[src/rtl/commutation_sequencer.sv]
// Six-step commutation sequencer with dead time and shadowed period update.
// Optional STEP_COUNT_EN adds stepCntO, a wrapping count of step advances.
module commutation_sequencer #(
  parameter int PERIOD_W   = 16,
  parameter int DEAD_TICKS = 2
) (
  input  logic                clk50mhzI,
  input  logic                rst,
  input  logic                tick1mhzI,
  input  logic                runI,
  input  logic                dirI,
  input  logic [PERIOD_W-1:0] periodI,
  input  logic                cfgValidI,
  output logic                cfgReadyO,
  output logic [2:0]          phaseHiO,
  output logic [2:0]          phaseLoO,
  output logic [2:0]          stepO,
  output logic                stepPulseO,
  output logic                busyO
`ifdef STEP_COUNT_EN
  ,
  output logic [15:0]         stepCntO
`endif
);

  typedef enum logic [1:0] {
    IDLE  = 2'd0,
    DRIVE = 2'd1,
    DEAD  = 2'd2
  } state_t;

  localparam logic [PERIOD_W-1:0] DEAD_LD = PERIOD_W'(DEAD_TICKS);
  localparam logic [PERIOD_W-1:0] ONE     = PERIOD_W'(1);
  localparam logic [PERIOD_W-1:0] PER_RST = PERIOD_W'(1000);

  state_t              state_q, state_d;
  logic [2:0]          step_q, step_d;
  logic [PERIOD_W-1:0] cnt_q, cnt_d;
  logic [PERIOD_W-1:0] per_q, per_d;
  logic [PERIOD_W-1:0] shd_q, shd_d;
  logic                full_q, full_d;
  logic                pulse_q, pulse_d;
  logic                boundary;
  logic                adv;
  logic [2:0]          step_nxt;
`ifdef STEP_COUNT_EN
  logic [15:0]         scnt_q, scnt_d;
`endif

  always_ff @(posedge clk50mhzI) begin
    if (rst) begin
      state_q <= IDLE;
      step_q  <= 3'd0;
      cnt_q   <= '0;
      per_q   <= PER_RST;
      shd_q   <= '0;
      full_q  <= 1'b0;
      pulse_q <= 1'b0;
`ifdef STEP_COUNT_EN
      scnt_q  <= 16'd0;
`endif
    end else begin
      state_q <= state_d;
      step_q  <= step_d;
      cnt_q   <= cnt_d;
      per_q   <= per_d;
      shd_q   <= shd_d;
      full_q  <= full_d;
      pulse_q <= pulse_d;
`ifdef STEP_COUNT_EN
      scnt_q  <= scnt_d;
`endif
    end
  end

  always_comb begin
    if (dirI) begin
      step_nxt = (step_q == 3'd0) ? 3'd5 : step_q - 3'd1;
    end else begin
      step_nxt = (step_q == 3'd5) ? 3'd0 : step_q + 3'd1;
    end
  end

  always_comb begin
    state_d  = state_q;
    step_d   = step_q;
    cnt_d    = cnt_q;
    per_d    = per_q;
    shd_d    = shd_q;
    full_d   = full_q;
    pulse_d  = 1'b0;
    boundary = 1'b0;
    adv      = 1'b0;
    unique case (1'b1)
      (state_q == IDLE): begin
        if (runI) begin
          state_d  = DRIVE;
          boundary = 1'b1;
        end
      end
      (state_q == DRIVE): begin
        if (!runI) begin
          state_d = DEAD;
          cnt_d   = DEAD_LD;
        end else if (tick1mhzI) begin
          if (cnt_q == ONE) begin
            state_d = DEAD;
            cnt_d   = DEAD_LD;
          end else begin
            cnt_d = cnt_q - ONE;
          end
        end
      end
      (state_q == DEAD): begin
        if (tick1mhzI) begin
          if (cnt_q == ONE) begin
            if (runI) begin
              state_d  = DRIVE;
              step_d   = step_nxt;
              boundary = 1'b1;
              adv      = 1'b1;
            end else begin
              state_d = IDLE;
            end
          end else begin
            cnt_d = cnt_q - ONE;
          end
        end
      end
      default: state_d = IDLE;
    endcase
    // Shadow is only consumed if it was full before this cycle's transfer
    if (boundary) begin
      pulse_d = 1'b1;
      if (full_q) begin
        per_d  = shd_q;
        cnt_d  = shd_q;
        full_d = 1'b0;
      end else begin
        cnt_d = per_q;
      end
    end
    if (cfgValidI && !full_q) begin
      shd_d  = (periodI == '0) ? ONE : periodI;
      full_d = 1'b1;
    end
  end

`ifdef STEP_COUNT_EN
  assign scnt_d   = adv ? scnt_q + 16'd1 : scnt_q;
  assign stepCntO = scnt_q;
`endif

  always_comb begin
    phaseHiO = 3'b000;
    phaseLoO = 3'b000;
    if (state_q == DRIVE) begin
      case (step_q)
        3'd0:    begin phaseHiO = 3'b001; phaseLoO = 3'b010; end
        3'd1:    begin phaseHiO = 3'b001; phaseLoO = 3'b100; end
        3'd2:    begin phaseHiO = 3'b010; phaseLoO = 3'b100; end
        3'd3:    begin phaseHiO = 3'b010; phaseLoO = 3'b001; end
        3'd4:    begin phaseHiO = 3'b100; phaseLoO = 3'b001; end
        3'd5:    begin phaseHiO = 3'b100; phaseLoO = 3'b010; end
        default: begin phaseHiO = 3'b000; phaseLoO = 3'b000; end
      endcase
    end
  end

  assign stepO      = step_q;
  assign stepPulseO = pulse_q;
  assign busyO      = (state_q != IDLE);
  assign cfgReadyO  = ~full_q;

endmodule

[config.mk]
export PLATFORM = sky130hd
export DESIGN_NAME = commutation_sequencer
export DESIGN_NICKNAME = d
export VERILOG_FILES = /design/src/rtl/commutation_sequencer.sv
export SDC_FILE = /design/constraint.sdc
export NUM_CORES = 1
export LEC_CHECK = 0
export CORE_MARGIN = 2
export CORE_UTILIZATION = 33
export DETAILED_ROUTE_END_ITERATION = 7
export GPL_TIMING_DRIVEN = 0
export SYNTH_ARGS = -nofsm -noshare
export SYNTH_HDL_FRONTEND = slang
export SYNTH_SLANG_ARGS = --single-unit
export TNS_END_PERCENT = 50
[constraint.sdc]
create_clock -name clk50mhzI -period 2 [get_ports clk50mhzI]
set_input_delay 0.6 -clock clk50mhzI [delete_from_list [all_inputs] [get_ports clk50mhzI]]
set_output_delay 0.6 -clock clk50mhzI [all_outputs]
set_load 0.02 [all_outputs]
# Yosys cells after proc, flatten, opt, wreduce, memory -nomap -nowiden
# Index checks and enable logic that the tools add are counted.
op_classes:
  add_sub_neg: 3
  eq_ne: 16
  muxes: 31
  bitwise: 1
  n_reduce_logical: 17
op_table:
  columns: ["op", "n"]
  rows:
  - ["16-bit 2-to-1 mux", 8]
  - ["16-bit case mux with 2 select lines", 1]
  - ["3-bit case mux with 3 select lines", 2]
  - ["16-bit by 1-bit equality test with 1-bit output (second input constant)", 1]
  - ["16-bit logical NOT", 1]
  - ["16-bit by 1-bit subtractor with 16-bit output (second input constant)", 1]
  - ["3-bit 2-to-1 mux", 5]
  - ["2-bit 2-to-1 mux", 6]
  - ["2-bit OR reduction", 6]
  - ["3-bit inequality test (second input constant)", 3]
  - ["4-bit AND reduction", 2]
  - ["1-bit 2-to-1 mux", 7]
  - ["3-bit by 2-bit equality test with 1-bit output (second input constant)", 2]
  - ["3-bit equality test (second input constant)", 2]
  - ["2-bit inequality test (second input constant)", 3]
  - ["2-bit case mux with 3 select lines", 1]
  - ["5-bit AND reduction", 1]
  - ["4-bit inequality test (second input constant)", 1]
  - ["2-bit nonzero test", 2]
  - ["3-bit by 1-bit adder with 3-bit output (second input constant)", 1]
  - ["3-bit by 1-bit equality test with 1-bit output (second input constant)", 1]
  - ["3-bit logical NOT", 1]
  - ["3-bit by 2-bit inequality test with 1-bit output (second input constant)", 1]
  - ["3-bit nonzero test", 1]
  - ["other kinds (8)", 8]
totals:
  reg_bits: 55
  output_inout_bits: 12
  wordCells: 75

# Depth between registers and ports, before layout
depth:
  ltp_word: 6
  mapped_depth: 10
  ltp_nobuf: 8

# Worst setup path after synthesis
# OpenSTA, ideal clock, no wires.
synth_timing:
  path_kind: "register -> output"
  startpoint: "register step_q[0], in the netlist stepO[0]"
  endpoint: "output port phaseHiO[1]"
  arrival_ns: 1.403
  required_ns: 1.400
  setup_slack_ns: -0.003
  path_stages_with_launch: 6
  path_buffers: 1
  cell_sequence: "dfxtp_1 -> clkbuf_1 -> and2_1 -> ha_1 -> a31oi_1 -> nor2_1"
synth_between:
  elab_chain_len: 4
synth_rtl:
  columns: ["element", "line_no", "rtl"]
  rows:
  - ["start: declaration", "37", "logic [2:0] step_q, step_d;"]
  - ["start signal: assignment", "64", "step_q <= step_d;"]
  - ["3-bit equality test, or another cell as far along", "158", "case (step_q)"]
  - ["2-bit OR reduction (no line)", null, null]
  - ["3-bit case mux with 3 select lines (*)", "158", null]
  - ["3-bit 2-to-1 mux (*)", "157", "if (state_q == DRIVE) begin"]
  - ["end: declaration", "15", "output logic [2:0] phaseHiO,"]
# Every way passes the cells marked *; elsewhere a longest branch is shown, timed or not.

# Final worst setup path
layout_timing:
  startpoint: "register cnt_q[1]"
  endpoint: "register cnt_q[14]"
layout_between:
  elab_chain_len: 6
layout_rtl:
  columns: ["element", "line_no", "rtl"]
  rows:
  - ["start: declaration", "38", "logic [PERIOD_W-1:0] cnt_q, cnt_d;"]
  - ["start signal: assignment", "65", "cnt_q <= cnt_d;"]
  - ["16-bit by 1-bit subtractor with 16-bit output / 16-bit by 1-bit equality test with 1-bit output (equally long branches)", null, null]
  - ["16-bit 2-to-1 mux / 1-bit 2-to-1 mux (equally long branches)", "106, 116", null]
  - ["16-bit 2-to-1 mux / 1-bit 2-to-1 mux (equally long branches)", "105, 115", null]
  - ["16-bit 2-to-1 mux / 1-bit case mux with 2 select lines (equally long branches)", "102, 94", null]
  - ["16-bit case mux with 2 select lines, or another cell as far along", "94", "unique case (1'b1)"]
  - ["16-bit 2-to-1 mux / 4-bit AND reduction (equally long branches)", null, null]
# Several ways; a longest one is shown, not always the timed one. The select of a mux whose other input is x is not followed.
# A chain may end at the register's enable or synchronous reset.

==> summary.md <==
| Metric | Value |
|---|---|
| Fin. Hold Viols | 0 |
| Clk slew on worst S/H paths | 120 ps |
| Power Density | 697 nW/µm² |
| DP Cell Count | 522 |
| Max clock buf depth | 2 |
| Post-synth ARST share | 0% |
| Clock sink count | 55 |
| Share of cells above drive strength 1 | 24.5% |
| Worst relative slew slack | 52.4% |
| Max-slew violation count | 0 |
| Antenna diodes | 0 |
| Fill cells | 936 |
| Period Utilization, post-route | 108% |
| Register area share after synthesis | 35.8% |
| Starting Density | 33.6% |
| Largest net degree at the start of global routing | 19 |
| Initial drt markers | 208 |
| CTS buffer count | 5 |
| Arrival @ worst endpoint | 2380 ps |
| Die span in x | 101 µm |
| Initial antenna violation count | 0 |
| Cell Chain, Critical Path | inv_2, ha_4, nor4b_4, buf_4, and4_1, buf_6, a41oi_4, buf_4, buf_6, a2111oi_4, a311oi_1 |
| Final ANT Viol Nets | 0 |
| Crit path depth | 11 |
| Nets | 469 |
| Placed Area | 3540 µm² |
| Synthesized area | 3080 µm² |
| H-tree levels | 2 |
| CTS tree | done |
| Kind of critical path | reg -> reg |
| Io pins | 34 |
| Drt pass-1 iters | 6 |
| Setup_tns | -1310 ps |
| EDFF count, synth | 0 |
| Routed wire length | 9350 µm |
| Layout area overhead | 34.7% |
| Synth top area share | 35.8% |
| CP Max Fanout | 8 |
| Ys flop type | dfxtp_1 |
| RePlAce Congestion | 0.919 |
| Final worst path period need | 2160 ps |
| Warnings from Yosys | 0 |
| Synth unique cells | 59 |
| Number of max-cap violations | 0 |
| First-pass GRT wire length | 15000 µm |
| Failing checks | negative setup slack |
| Setup Skew | 10.1 ps |
| Syn nets | 404 |
| Area occupied by multi-input gates | 1990 µm² |
| Via count | 3076 |
| Count of state elements after synthesis | 55 |
| Die area | 10100 µm² |
| Residual overflow from global routing | 0 |
| Syn Area/Cell | 8.11 µm² |
| Worst slew pin tran | 714 ps |
| Vias in the first global route | 2936 |
| CP top delay family | buffers and inverters |
| Detailed Place HPWL | 6500 µm |
| Die height | 101 µm |
| Worst hold path class | reg -> reg |
| Clk_lat worst skew | 330 ps |
| Buf/Inv on CP | 5 |
| RSZ-0062 raised after global routing | yes |
| Total track usage | 18.8% |
| Critical Path Start Type | register |
| Peak supply drop | 0.333 mV |
| Residual DRC | 0 |
| Final core utilization | 45.3% |
| Area leader, netlist | dfxtp_1 |
| CP required | 2220 ps |
| Max Fclk | 0.463 GHz |
| Setup ws final | -160 ps |
| FF+latch area | 1110 µm² |
| Status | finished, violations left |
| Cell row count | 35 |
| Hold-fix buffers, CTS | 0 |
| Crit end category | register |
| Fin area | 4140 µm² |
| Worst path max stage delay | 340 ps |
| Clock Tree Root | clkbuf_8 |
| Worst r2r path cells | 11 |
| Endpoints failing setup | 16 |
| Cells after Synth | 379 |
| Commonest non-fill, non-tap cells in the layout | nand2_1 (50), dfxtp_1 (47), nor2_1 (38), a21oi_1 (32), mux2i_1 (26) |
| Vias/cell | 5.53 |
| Port Buf Inserts | 32 |
| Wire per inst | 16.8 µm |
| Core Region | 9150 µm² |
| Worst Hold Depth | 2 |
| P_leak | 1.60 nW |
| Crit-path slowest cell | dfxtp_2 |
| Synth top area cells | dfxtp_1 (36%), mux2i_1 (8.5%), nand2_1 (6.3%) |
| Finished Layout Cells | 556 |
| Most common cell after layout, fill and taps aside | nand2_1 |
[worst paths after layout]
kind              startpoint        end  slack (ps)
hold reg to reg     shd_q[7]   shd_q[7]         480
hold / removal      shd_q[7]   shd_q[7]         480
setup reg to reg    cnt_q[1]  cnt_q[14]        -160
setup / recovery    cnt_q[1]  cnt_q[14]        -160
[routing by layer]
metal  track usage, %  up-vias  routed length [µm]
met2             31.6       98                4480
met1             24.5     1458                4270
met3             3.05       22                 406
li1                 -     1498                   -
met4             6.01        0                 198
met5                0        -                   0
[power breakdown]
part	internal, W	total [W]	switching (W)
logic	0.000415	0.000914	0.000499
registers	0.00117	0.00126	0.0000868
clock network	0.000293	0.000717	0.000423
[cell usage after synthesis (all sizes together) (2+ instances only)]
| master | instances |
|---|---|
| dfxtp | 55 |
| nand2 | 52 |
| nor2 | 41 |
| a21oi | 37 |
| mux2i | 26 |
| o21ai | 22 |
| clkbuf | 18 |
| inv | 12 |
| nor3 | 10 |
| buf | 8 |
| a22oi | 7 |
| nor4 | 7 |
| nor2b | 6 |
| a31oi | 5 |
| nand2b | 5 |
| o22ai | 5 |
| o32ai | 5 |
| a2111oi | 4 |
| a211oi | 4 |
| nand3 | 4 |
| xnor2 | 4 |
| ha | 3 |
| nand4 | 3 |
| or2 | 3 |
| or3 | 3 |
| or4 | 3 |
| a311oi | 2 |
| a41oi | 2 |
| and2 | 2 |
| and4 | 2 |
| mux2 | 2 |
| o211ai | 2 |
| o31ai | 2 |
[sequential cells by signal, summed over array words and instances, names as in the netlist]
signal	count
cnt_q	16
per_q	16
shd_q	16
stepO	3
state_q	2
full_q	1
stepPulseO	1
[worst register-to-register path: stages (launching register included)]
cell and delay, ps:
dfxtp_2 340, inv_2 70, ha_4 130, nor4b_4 170, buf_4 190, and4_1 200
buf_6 120, a41oi_4 220, buf_4 220, buf_6 110, a2111oi_4 210, a311oi_1 90
[per-stage QoR]
stage	total power, W	setup WS [ps]	hold slack [ps]
after detailed placement	0.00201	-951	460
final	0.00289	-160	476
after floorplan	0.00177	34.3	436
after global placement	0.00200	-960	450
after global routing	0.00302	-242	500
after CTS	0.00282	-119	478
[cell type report]
class | instances | share of cell area [%]
buffer | 25 | 4.98
clock buffer | 6 | 1.99
clock inverter | 2 | 0.483
inverter | 12 | 1.09
multi-input combinational | 286 | 48.0
sequential | 55 | 26.9
tap | 111 | 3.35
timing repair buffer | 59 | 13.3
[cell families (layout without fill, tap and decap cells)]
| group | Yosys count | in the layout | share of synthesized area (%) |
|---|---|---|---|
| mux | 28 | 28 | 9.19 |
| compound gates | 105 | 105 | 22.4 |
| buf+inv | 38 | 104 | 5.17 |
| simple gates | 145 | 145 | 24.8 |
| flops | 55 | 55 | 35.8 |
| xor+xnor | 5 | 5 | 1.42 |
| fa+ha+maj | 3 | 3 | 1.22 |
[what timing repair did]
item / 4_1_cts / 5_1_grt
resized for setup: 103 / 26
setup endpoints to repair: 47 / 50
setup buffers: 15 / 10
hold endpoints to repair: 0 / 0
cloned: 3 / 0
pin swaps: 16 / 5
No activity file was read; power rests on OpenSTA's default activity.
==> patch: new RTL, same flow settings <==
The option `STEP_COUNT_EN` is turned on by a define.
--- a/src/rtl/commutation_sequencer.sv
+++ b/src/rtl/commutation_sequencer.sv
@@ -1,4 +1,6 @@
 // Six-step commutation sequencer with dead time and shadowed period update.
 // Optional STEP_COUNT_EN adds stepCntO, a wrapping count of step advances.
+`define STEP_COUNT_EN
+
 module commutation_sequencer #(
   parameter int PERIOD_W   = 16,
Behaviour (old outputs only; new: stepCntO): unchanged (equiv_simple and equiv_induct, registers matched by name and starting in step).
==> patch against the unedited design <==
- the flow still finishes with violations (negative setup slack)
- hold slack got worse by 19 ps
- synthesized area rose by 15%
- cell area rose by 16%
- total power rose by 16%
- non-clock buffer count rose by 20
- critical path depth fell by 2
- worst setup slack got worse by 170 ps
- sequential cell count rose by 16
- routed wire length rose by 3.7%
- critical endpoint is now cnt_q[2]
- largest power group unchanged
==> patch: results <==
{
  "grt_max_degree": 13,
  "drt_iter0_drc": 217,
  "fill_cells": 1066,
  "cts_buffers": 9,
  "grt_pass1_wl_mm": 15.8,
  "dr.pass1.iters": 5,
  "post_cts_resized": 98,
  "r2r-end": "cnt_q[2]",
  "ff_latch_area_um2": 1430,
  "wl_met1_mm": 4.65,
  "drive_above_1_share_pct": 18.3,
  "power.total_mw": 3.35,
  "p_sw_mw": 1.03,
  "io_buffers": 48,
  "postSynthAreaPerCell_um2": 7.77,
  "post-synth-top-count-cell": "nand2_1",
  "synthTopCellsByCount": "80 x nand2_1, 71 x dfxtp_1, 46 x a21oi_1, 46 x nor2_1, 25 x o21ai_0",
  "use_met1_pct": 23.2,
  "outcome": "finished with violations",
  "tightestPinTransition_ps": 686,
  "synth_area_leaders": "dfxtp_1 40%, nand2_1 8.5%, a21oi_1 6.5%",
  "timing.rr.start": "cnt_q[15]",
  "num_rows": 37,
  "power.share.clock_pct": 31.9,
  "wl_per_cell_um": 14.2,
  "cts_max_level": 3,
  "power.static_leakage_nw": 1.87,
  "synth_cell_types": 48,
  "multi_input_comb_cells": 343,
  "seq_cells": 71,
  "worst-r2r-cell-count": 9,
  "met2_length_mm": 4.48,
  "layout.nonclk_buf_share_pct": 19.3,
  "wl_met3_um": 480,
  "vdd_ir_drop_max_mv": 0.395,
  "use_met3_pct": 3.63,
  "whs_ps": 457,
  "placed_area_um2": 4200,
  "layout.cells.non_filler": 682,
  "clk_pin_slew_ps": 80,
  "worstPathMaxFanout": 6,
  "violations": "negative setup slack",
  "setup_viol": 52,
  "multi_input_area_share_pct": 42.4,
  "dp_cells": 638,
  "gr-usage-all-layers_pct": 17.1,
  "first_global_vias": 3232,
  "clkbuf_count": 12,
  "viasPerCell": 5.12,
  "layout_setup_ws_ps": -327,
  "seq_area_frac_synth_pct": 40.3,
  "nonClockBufferCount": 104,
  "clock_skew_ps": 12.5,
  "grt.met2_usage_pct": 27.4,
  "fin_nets": 567,
  "clock_area_share_pct": 3.84,
  "cts_setup_buffers": 20
}
==> patch: cell families after synthesis <==
family                   share of synthesized area, %
AND/OR/NAND/NOR                                  26.6
AO/OA/AOI/OAI                                    19.3
flip-flops                                       40.3
buffers and inverters                            4.75
multiplexers                                     4.89
XOR/XNOR                                         2.73
adder cells (fa/ha/maj)                          1.42
==> patch: stage by stage <==
| step | TNS, ps | utilization (%) | worst slack (ps) |
|---|---|---|---|
| 3_5_place_dp | -47450 | 40.5 | -999 |
| 3_3_place_gp | -45850 | 40.5 | -1010 |
| 6_report | -9600 | 46.2 | -327 |
| 4_1_cts | -7660 | 45.3 | -283 |
| 5_1_grt | -15480 | 46.2 | -436 |
| 2_1_floorplan | -8500 | - | -266 |
==> patch: critical path, stage by stage (launching register included) <==
cell and delay [ps]:
dfxtp_1 320, or4_4 580, nor4_4 340, buf_4 190, a2bb2oi_4 260, buf_4 170
buf_6 80, nor3b_1 30, o22ai_1 120, o22ai_1 100
